$ cat config.mk
export PLATFORM = sky130hd
export DESIGN_NAME = qspi_psram_slave
export DESIGN_NICKNAME = d
export VERILOG_FILES = /design/src/rtl/qspi_psram_slave.sv
export SDC_FILE = /design/constraint.sdc
export NUM_CORES = 1
export LEC_CHECK = 0
export CAP_MARGIN = 30
export CORE_MARGIN = 5
export CORE_UTILIZATION = 30
export CTS_BUF_LIST = sky130_fd_sc_hd__clkbuf_8
export DETAILED_ROUTE_END_ITERATION = 6
export PLACE_DENSITY = 0.55
export SLEW_MARGIN = 40
export SYNTH_ARGS = -nofsm -noshare
export SYNTH_HDL_FRONTEND = slang
export SYNTH_SLANG_ARGS = --single-unit
export TNS_END_PERCENT = 20
$ cat constraint.sdc
create_clock -name clk -period 6.7 [get_ports clk]
set_input_delay 1.005 -clock clk [delete_from_list [all_inputs] [get_ports clk]]
set_output_delay 1.005 -clock clk [all_outputs]
set_load 0.03 [all_outputs]
$ cat src/rtl/qspi_psram_slave.sv
// QPI-mode PSRAM responder: decodes quad read/write transactions from a QSPI master and
// services them from a 4-bit wide, 131072-entry 1R1W nibble RAM. All bus pins are
// oversampled in the clk domain (clk must run at least 4x SCLK).
// Optional feature: define QSPI_READID_EN to accept command 8'h9F (read ID), which
// returns the nibble stream 0,D,5,D repeating after the usual address and dummy phases.
module qspi_psram_slave #(
    parameter int unsigned WAIT_CYCLES = 6,
    parameter logic [7:0]  CMD_READ    = 8'hEB,
    parameter logic [7:0]  CMD_WRITE   = 8'h38
) (
    input  logic        clk,
    input  logic        rst,
    input  logic        qspi_sclk,
    input  logic        qspi_ce_n,
    input  logic [3:0]  qspi_sio_in,
    output logic [3:0]  qspi_sio_out,
    output logic        qspi_sio_oe,
    output logic [16:0] ram_radr,
    input  logic [3:0]  ram_rdata,
    output logic [16:0] ram_wadr,
    output logic [3:0]  ram_wdata,
    output logic        ram_wen
);

`ifdef QSPI_READID_EN
    localparam bit ReadIdEn = 1'b1;
`else
    localparam bit ReadIdEn = 1'b0;
`endif

    localparam logic [7:0] CmdReadId = 8'h9F;
    localparam logic [7:0] WaitCnt   = 8'(WAIT_CYCLES);

    typedef enum logic [2:0] {
        StIdle, StCmd, StAddr, StWait, StRdata, StWdata, StIgnore
    } state_e;

    typedef enum logic [1:0] {ModeRead, ModeWrite, ModeId} mode_e;

    // Synchronisers; all pins share the same depth so samples stay aligned.
    logic [1:0] sclk_sync_q;
    logic [1:0] ce_sync_q;
    logic [7:0] sio_sync_q;
    logic       sclk_prev_q;

    logic       sclk_s, ce_s, rise, fall;
    logic [3:0] sio_s;

    state_e      state_q, state_d;
    mode_e       mode_q, mode_d;
    logic [7:0]  cnt_q, cnt_d;
    logic [3:0]  cmd_q, cmd_d;
    // Only the low 12 address bits need keeping: with the final nibble they form addr[15:0].
    logic [11:0] addr_q, addr_d;
    logic [16:0] ptr_q, ptr_d;
    logic [3:0]  sio_out_q, sio_out_d;
    logic        sio_oe_q, sio_oe_d;
    logic [16:0] radr_q, radr_d;
    logic [16:0] wadr_q, wadr_d;
    logic [3:0]  wdata_q, wdata_d;
    logic        wen_q, wen_d;

    logic [7:0]  cmd_full;
    logic [3:0]  id_nib;
    logic        emit;

    assign sclk_s = sclk_sync_q[1];
    assign ce_s   = ce_sync_q[1];
    assign sio_s  = sio_sync_q[7:4];
    assign rise   = sclk_s & ~sclk_prev_q;
    assign fall   = ~sclk_s & sclk_prev_q;

    // Two-stage synchronisers plus the delayed SCLK used for edge detection.
    always_ff @(posedge clk or posedge rst) begin
        if (rst) begin
            sclk_sync_q <= 2'b00;
            ce_sync_q   <= 2'b11;
            sio_sync_q  <= '0;
            sclk_prev_q <= 1'b0;
        end else begin
            sclk_sync_q <= {sclk_sync_q[0], qspi_sclk};
            ce_sync_q   <= {ce_sync_q[0], qspi_ce_n};
            sio_sync_q  <= {sio_sync_q[3:0], qspi_sio_in};
            sclk_prev_q <= sclk_sync_q[1];
        end
    end

    // Read-ID nibble stream 0,D,5,D indexed by the low pointer bits.
    always_comb begin
        id_nib = 4'h0;
        case (ptr_q[1:0])
            2'd0:    id_nib = 4'h0;
            2'd1:    id_nib = 4'hD;
            2'd2:    id_nib = 4'h5;
            default: id_nib = 4'hD;
        endcase
    end

    // Next-state and output decode for the transaction FSM.
    always_comb begin
        state_d   = state_q;
        mode_d    = mode_q;
        cnt_d     = cnt_q;
        cmd_d     = cmd_q;
        addr_d    = addr_q;
        ptr_d     = ptr_q;
        sio_out_d = sio_out_q;
        sio_oe_d  = sio_oe_q;
        radr_d    = radr_q;
        wadr_d    = wadr_q;
        wdata_d   = wdata_q;
        wen_d     = 1'b0;
        emit      = 1'b0;
        cmd_full  = {cmd_q, sio_s};

        if (ce_s) begin
            // Deselect discards any partial command or address.
            state_d  = StIdle;
            sio_oe_d = 1'b0;
        end else begin
            case (state_q)
                StIdle: begin
                    state_d = StCmd;
                    cnt_d   = '0;
                end
                StCmd: begin
                    if (rise) begin
                        cmd_d = sio_s;
                        cnt_d = cnt_q + 8'd1;
                        if (cnt_q == 8'd1) begin
                            cnt_d   = '0;
                            state_d = StAddr;
                            if (cmd_full == CMD_READ) begin
                                mode_d = ModeRead;
                            end else if (cmd_full == CMD_WRITE) begin
                                mode_d = ModeWrite;
                            end else if (ReadIdEn && cmd_full == CmdReadId) begin
                                mode_d = ModeId;
                            end else begin
                                state_d = StIgnore;
                            end
                        end
                    end
                end
                StAddr: begin
                    if (rise) begin
                        addr_d = {addr_q[7:0], sio_s};
                        cnt_d  = cnt_q + 8'd1;
                        if (cnt_q == 8'd5) begin
                            cnt_d = '0;
                            if (mode_q == ModeId) begin
                                ptr_d   = '0;
                                state_d = StWait;
                            end else begin
                                ptr_d   = {addr_q[11:0], sio_s, 1'b0};
                                radr_d  = {addr_q[11:0], sio_s, 1'b0};
                                state_d = (mode_q == ModeWrite) ? StWdata : StWait;
                            end
                        end
                    end
                end
                StWait: begin
                    if (rise && cnt_q != WaitCnt) begin
                        cnt_d = cnt_q + 8'd1;
                    end
                    // The fall after the last dummy rise already carries the first nibble.
                    if (fall && cnt_q == WaitCnt) begin
                        emit    = 1'b1;
                        state_d = StRdata;
                    end
                end
                StRdata: begin
                    emit = fall;
                end
                StWdata: begin
                    if (rise) begin
                        wen_d   = 1'b1;
                        wadr_d  = ptr_q;
                        wdata_d = sio_s;
                        ptr_d   = ptr_q + 17'd1;
                    end
                end
                StIgnore: begin
                    sio_oe_d = 1'b0;
                end
                default: begin
                    state_d = StIdle;
                end
            endcase

            // Present the current nibble and pre-fetch the next one before the next fall.
            if (emit) begin
                sio_oe_d = 1'b1;
                ptr_d    = ptr_q + 17'd1;
                if (mode_q == ModeId) begin
                    sio_out_d = id_nib;
                end else begin
                    sio_out_d = ram_rdata;
                    radr_d    = ptr_q + 17'd1;
                end
            end
        end
    end

    // State and registered outputs; reset applies immediately, dropping the output enable.
    always_ff @(posedge clk or posedge rst) begin
        if (rst) begin
            state_q   <= StIdle;
            mode_q    <= ModeRead;
            cnt_q     <= '0;
            cmd_q     <= '0;
            addr_q    <= '0;
            ptr_q     <= '0;
            sio_out_q <= '0;
            sio_oe_q  <= 1'b0;
            radr_q    <= '0;
            wadr_q    <= '0;
            wdata_q   <= '0;
            wen_q     <= 1'b0;
        end else begin
            state_q   <= state_d;
            mode_q    <= mode_d;
            cnt_q     <= cnt_d;
            cmd_q     <= cmd_d;
            addr_q    <= addr_d;
            ptr_q     <= ptr_d;
            sio_out_q <= sio_out_d;
            sio_oe_q  <= sio_oe_d;
            radr_q    <= radr_d;
            wadr_q    <= wadr_d;
            wdata_q   <= wdata_d;
            wen_q     <= wen_d;
        end
    end

    assign qspi_sio_out = sio_out_q;
    assign qspi_sio_oe  = sio_oe_q;
    assign ram_radr     = radr_q;
    assign ram_wadr     = wadr_q;
    assign ram_wdata    = wdata_q;
    assign ram_wen      = wen_q;

endmodule

==> metrics.log, run 1 <==
[metrics] kind of launch point of the worst setup path: flip-flop
[metrics] effective utilization at floorplan: 30.47%
[metrics] global-route wire length before repair: 19.78 mm
[metrics] overall routing resource usage: roughly 14%
[metrics] number of top-level pins: 56
[metrics] quantity of hold-fixing buffers added after cts: 0
[metrics] die outline height: approximately 140 µm
[metrics] static leakage: approximately 2.5 nW
[metrics] worst-path cell chain: nor4bb_1 -> nand2_1 -> a21oi_4 -> nand2b_1 -> mux2_1
[metrics] final design area excluding fillers: 5798 µm²
[metrics] Post-layout nets: between 500 and 600
[metrics] Synthesis Warnings: 0
[metrics] count of port buffers added during placement: between 50 and 60
[metrics] area delta synth->final: 20.21%
[metrics] die outline area: between 15000 and 20000 µm²
[metrics] WL per Instance: 17.06 µm
[metrics] largest fanout of any net on the critical path: 18
[metrics] Worst Setup Slack, final: 3.668 ns
[metrics] Antenna Nets Post-Route: 0
[metrics] largest net degree at the start of global routing: 81
[metrics] Max Slew Vio Count: 0
[metrics] clock buffers created by TritonCTS: 9
[metrics] cell area after placement: 5565 µm²
[metrics] post-CTS clock slew at the launch and capture registers of the worst setup and hold paths: 0.09 ns
[metrics] Iteration-0 DRC Markers: about 220
[metrics] RSZ-0062 raised after global routing: no
[metrics] skew final: approximately 0.014 ns
[metrics] total power divided by cell area: 378.2 nW/µm²
[metrics] TNS Setup: 0 ns
[metrics] Hold Path Class: reg -> reg
[metrics] Synthesized Nets: around 460
[metrics] count of TritonRoute iterations in the first routing pass: 5
[metrics] CTS H-Tree Depth: 3
[metrics] result of the run: complete, no violations
[metrics] Die X: approximately 140 µm
[metrics] top cell family by delay on the critical path: simple AND/OR/NAND/NOR gates
[metrics] peak ir drop on the vdd network: approximately 0.13 mV
[metrics] clk sink count: around 100
[metrics] row count: 46
[metrics] CP endpoint kind: flip-flop
[metrics] layout cell share with drive strength beyond 1: between 10% and 20%
[metrics] post-synth cell types: 56
[metrics] count of antenna diodes in the layout: 0
[metrics] insertion delay of the later-clocked pin in the worst-skew pair: 0.38 ns
[metrics] sequential area share after synthesis: 52.97%
[metrics] post-layout power: approximately 0.0022 W
[metrics] detailed-route via count: ~3700
[metrics] Maximum Capacitance Violations: 0
[metrics] sum of net half-perimeters after detailed placement: 8.539 mm
[metrics] pre-CTS setup slack: between 3 and 4 ns
[metrics] post-synthesis async set-or-reset flop share: 100.0%
[metrics] Post-synth EDFFs: 0
[metrics] min cycle time layout: 3.032 ns
[metrics] synthesized netlist cell count: ~450
[metrics] ys flop type: dfrtp_1
[metrics] Slew @ Worst Pin: between 0.7 and 0.8 ns
[metrics] number of global-route vias before repair: 3710
[metrics] delay of the slowest cell on the worst path: 0.63 ns
[metrics] Clock Path Buffers: 2
[metrics] number of gates resized after cts: 0
[metrics] post-CTS setup buffer count: 0
[metrics] final clock period utilization by the worst path: a little under half
[metrics] highest-delay cell along the critical path: dfrtp_1
[metrics] final non-filler cell total: 711
[metrics] TritonCTS clock tree: yes
[metrics] Total Routed Length: roughly 12 mm
[metrics] required time at the worst-slack endpoint: 6.97 ns
[metrics] maximum achievable frequency: about 330 MHz
[metrics] Mapped Avg Cell Area: ~11 µm²
[metrics] vias per inst: approximately 5.2
[metrics] total congestion overflow after global routing: 0
[metrics] final weighted congestion of routability-driven global placement: 0.8999
[metrics] cell area after synthesis: between 4000 and 5000 µm²
[metrics] flip-flop and latch count after synthesis: just over 100
[metrics] crit path DAT: ~3.3 ns
[metrics] core region area: approximately 16000 µm²
[metrics] final routed DRC violation total: 0
[metrics] Root Driver: clkbuf_8
[metrics] number of antenna violations at the first check in global routing: 0
[metrics] buffer and inverter count on the worst path: 0
[metrics] tightest slew margin relative to the limit: roughly half
[metrics] CP Class: reg -> reg
[metrics] number of hold-slack violations in the final timing report: 0
[metrics] count of placed standard cells including taps: roughly 700
[metrics] Final Setup Violations: 0
[worst paths after layout]
check / start / to / slack [ns] / cells past startpoint
setup / recovery: state_q[1] / ptr_q[0] / 3.67 / 5
hold / removal: sio_sync_q[0] / sio_sync_q[4] / 0.35 / 0
setup reg to reg: state_q[1] / ptr_q[0] / 3.67 / 5
hold reg to reg: sio_sync_q[0] / sio_sync_q[4] / 0.35 / 0
max in group asynchronous: rst / sio_sync_q[0] / 4.91 / 4
min in group asynchronous: rst / qspi_sio_out[2] / 0.92 / 2
[cell usage in the layout (no fill, tap or decap), types with 4 or more instances in the layout]
cell type	instances
clkbuf_8	11
mux2_2	37
and3_1	6
clkdlybuf4s50_1	55
o21ai_0	14
nand4_1	5
dfrtp_1	100
inv_1	14
nor3_1	15
a21oi_1	7
nor2b_1	8
nor4_1	6
nand3_1	15
xnor2_1	7
nor2_1	52
nand2_1	20
xor2_1	7
a211oi_1	9
mux2i_1	8
o2bb2ai_1	6
ha_1	4
o22ai_1	20
a31oi_1	4
[through the flow]
stage	hold slack (ns)	utilization (%)
final	0.3534	36.63
after global routing	0.3663	36.63
after CTS	0.3577	36.40
after detailed placement	0.3347	35.16
after global placement	0.3370	35.11
after floorplan	0.3312	-
[where the power goes]
group | switching [W] | internal, W | total (W) | leakage (nW)
clock network | 0.000208 | 0.000189 | 0.000397 | 0.0935
registers | 0.000192 | 0.000783 | 0.000975 | 1.34
logic | 0.000464 | 0.000358 | 0.000821 | 1.06
[routing by layer]
metal | wire [µm] | up-vias | share of wire, % | track usage, %
li1 | - | 1712 | - | -
met1 | 5162 | 1837 | 43 | 17.21
met2 | 6107 | 108 | 50 | 22.48
met3 | 569 | 21 | 4.7 | 3.309
met4 | 293 | 0 | 2.4 | 5.044
met5 | 0 | - | 0 | 0
[cells by family (layout without fill, tap and decap cells)]
| family | after synthesis | after routing | synth area share, % |
|---|---|---|---|
| compound gates | 89 | 89 | 13.39 |
| xor+xnor | 14 | 14 | 2.542 |
| fa+ha+maj | 4 | 4 | 1.038 |
| buf+inv | 39 | 89 | 3.657 |
| flops | 102 | 102 | 52.97 |
| mux | 46 | 46 | 10.53 |
| simple gates | 151 | 151 | 15.88 |
[state kept, by name, summed over array words and instances, names as in the netlist]
name,flops
ram_wadr,17
ram_radr,17
state_q,3
cmd_q,4
cnt_q,8
sio_sync_q,8
mode_q,1
addr_q,12
ce_sync_q,2
sclk_prev_q,1
ptr_q,17
ram_wdata,4
ram_wen,1
qspi_sio_out,4
sclk_sync_q,2
qspi_sio_oe,1
[layout make-up]
type | count | area [µm²]
sequential | 102 | 2555
timing repair buffer | 60 | 611.8
multi-input combinational | 304 | 2106
inverter | 15 | 58.81
clock inverter | 3 | 45.04
tap | 216 | 270.3
fill | 1547 | 10030
clock buffer | 11 | 151.4
[synth_stat cells (all sizes together), types with 4 or more instances]
cell type | number | area share, %
xnor2 | 7 | 1.3
a21oi | 8 | 1.1
inv | 15 | 1.2
mux2 | 38 | 8.9
nand4 | 5 | 0.65
o21ai | 14 | 1.5
o22ai | 21 | 2.9
nor3 | 16 | 1.8
xor2 | 7 | 1.3
nand3 | 15 | 1.6
clkbuf | 11 | 0.86
buf | 13 | 1.6
dfrtp | 100 | 52
ha | 4 | 1.0
nor2 | 53 | 4.1
nor4 | 8 | 1.2
a31oi | 4 | 0.52
a211oi | 9 | 1.4
nand2 | 20 | 1.6
mux2i | 8 | 1.7
and3 | 6 | 0.78
o2bb2ai | 6 | 1.1
nor2b | 8 | 1.0
(Power assumes the default switching activity.)
==> inputs of run 2 (changes only) <==
Settings changed: PLACE_DENSITY 0.55 to 0.57.
Clock period 6.7 ns to 2.5 ns, I/O delays scaled along.
==> run 2 against run 1 <==
Flip-flop and latch count unchanged. Final area up 1.3%. Setup slack worse by 3.5 ns. Fmax up 28%. Routed wire length down 0.71%. Critical path type unchanged. Power rose to 2.7 times the previous value. Critical path depth up 1. Critical endpoint is now ptr_q[5]. Sequential power rose to 2.7 times the previous value. Final cell count up 2.1%.
==> metrics.log, run 2 (synthesis results as in run 1) <==
[metrics] count of TritonRoute iterations in the first routing pass: 6
[metrics] Max Slew Vio Count: 0
[metrics] quantity of hold-fixing buffers added after cts: 0
[metrics] Root Driver: clkbuf_8
[metrics] effective utilization at floorplan: between 30% and 40%
[metrics] Iteration-0 DRC Markers: 350
[metrics] tightest slew margin relative to the limit: roughly three fifths
[metrics] die outline area: between 15000 and 20000 µm²
[metrics] highest-delay cell along the critical path: or4_1
[metrics] final clock period utilization by the worst path: 94.96%
[metrics] area delta synth->final: 21.74%
[metrics] post-CTS clock slew at the launch and capture registers of the worst setup and hold paths: around 0.10 ns
[metrics] Total Routed Length: 12.05 mm
[metrics] static leakage: between 2 and 3 nW
[metrics] crit path DAT: 2.70 ns
[metrics] required time at the worst-slack endpoint: about 2.8 ns
[metrics] final design area excluding fillers: 5872 µm²
[metrics] Slew @ Worst Pin: 0.6186 ns
[metrics] Maximum Capacitance Violations: 0
[metrics] Filler Cells Inserted: ~1600
[metrics] maximum achievable frequency: around 420 MHz
[metrics] post-CTS setup buffer count: 0
[metrics] largest net degree at the start of global routing: 69
[metrics] detailed-route via count: about 3700
[metrics] sequential cell area: 2555 µm²
[metrics] Post-layout nets: 521
[metrics] number of top-level pins: 56
[metrics] final routed DRC violation total: 0
[metrics] min cycle time layout: roughly 2.4 ns
[metrics] worst slack on hold paths: ~0.34 ns
[metrics] leading cell type in the layout, fill and taps excluded: dfrtp_1
[metrics] Antenna Nets Post-Route: 0
[metrics] WL per Instance: roughly 17 µm
[metrics] count of port buffers added during placement: between 50 and 60
[metrics] number of hold-slack violations in the final timing report: 0
[metrics] number of gates resized after cts: 0
[metrics] result of the run: complete, no violations
[metrics] final weighted congestion of routability-driven global placement: a little under 0.9
[metrics] CTS H-Tree Depth: 3
[metrics] sum of net half-perimeters after detailed placement: between 8 and 9 mm
[metrics] TritonCTS clock tree: yes
[metrics] largest fanout of any net on the critical path: 11
[metrics] Die X: 136.8 µm
[metrics] Reg2Reg Depth: 6
[metrics] TNS Setup: 0 ns
[metrics] CP endpoint kind: flip-flop
[metrics] delay of the slowest cell on the worst path: around 0.67 ns
[metrics] Final Setup Violations: 0
[metrics] cell area after placement: 5675 µm²
[metrics] total congestion overflow after global routing: 0
[metrics] RSZ-0062 raised after global routing: no
[metrics] most frequent cells in the layout: 100 x dfrtp_1, 55 x clkdlybuf4s50_1, 53 x nor2_1
[metrics] total power divided by cell area: 1005 nW/µm²
[metrics] count of antenna diodes in the layout: 0
[metrics] overall routing resource usage: a little over an eighth
[metrics] die outline height: between 100 and 150 µm
[metrics] Clock Path Buffers: 2
[metrics] worst-path cell chain: or4_1 -> o211a_1 -> a21oi_4 -> buf_4 -> a2bb2oi_1 -> o22a_1
[metrics] peak ir drop on the vdd network: between 0.3 and 0.4 mV
[metrics] post-layout power: 0.005900 W
[metrics] Hold Path Class: in -> async
[metrics] insertion delay of the later-clocked pin in the worst-skew pair: between 0.3 and 0.4 ns
[metrics] layout cell share with drive strength beyond 1: 16.08%
[metrics] global-route wire length before repair: roughly 20 mm
[metrics] clock buffers created by TritonCTS: 9
[metrics] area of the multi-input gates: 2092 µm²
[metrics] vias per inst: ~5
[metrics] row count: 46
[metrics] core region area: between 15000 and 20000 µm²
[metrics] number of global-route vias before repair: about 3700
[metrics] kind of launch point of the worst setup path: flip-flop
[metrics] clk sink count: just over 100
[metrics] number of antenna violations at the first check in global routing: 0
[metrics] skew final: around 0.0094 ns
[metrics] CP Class: reg -> reg
run 2: cell type report:
class	instances	area share (%)
clock buffer	10	2.344
tap	216	4.603
multi-input combinational	304	35.63
timing repair buffer	73	11.89
sequential	102	43.51
clock inverter	6	1.001
inverter	15	1.023
run 2: critical path: cells and delay by family, from the launching register on:
| family | cells | cell delay (ns) |
|---|---|---|
| AOI/OAI and AO/OA | 4 | 0.95 |
| and+or+nand+nor | 1 | 0.67 |
| buffers and inverters | 1 | 0.23 |
| DFF | 1 | 0.47 |
run 2: path summary, 6_finish.rpt:
kind | startpoint | endpoint | slack (ns)
min in group clk | sio_sync_q[0] | sio_sync_q[4] | 0.35
hold reg to reg | sio_sync_q[0] | sio_sync_q[4] | 0.35
setup reg to reg | cnt_q[3] | ptr_q[5] | 0.13
hold / removal | rst | ram_wadr[15] | 0.34
max in group asynchronous | rst | ram_wadr[3] | 1.48
setup / recovery | cnt_q[3] | ptr_q[5] | 0.13
run 2: per-stage QoR:
| step | worst slack [ns] | cells | utilization, % |
|---|---|---|---|
| after floorplan | 0.2730 | 445 | - |
| after global placement | 0.2451 | 710 | 35.86 |
| after detailed placement | 0.1853 | 710 | 35.86 |
| after CTS | 0.1534 | 726 | 37.10 |
| after global routing | 0.04488 | 726 | 37.10 |
| final | 0.1261 | 726 | 37.10 |
run 2: metal layers:
| layer | vias up | routed length, µm | global-route usage (%) |
|---|---|---|---|
| li1 | 1743 | - | - |
| met1 | 1838 | 5380 | 18.53 |
| met2 | 98 | 5796 | 21.30 |
| met3 | 23 | 558 | 2.647 |
| met4 | 0 | 310 | 6.042 |
| met5 | - | 0 | 0 |
run 2: power by group:
group          total (W)  internal (W)  switching, W
registers        0.00262       0.00210      0.000517
clock network    0.00105      0.000487      0.000564
logic            0.00223      0.000984       0.00125
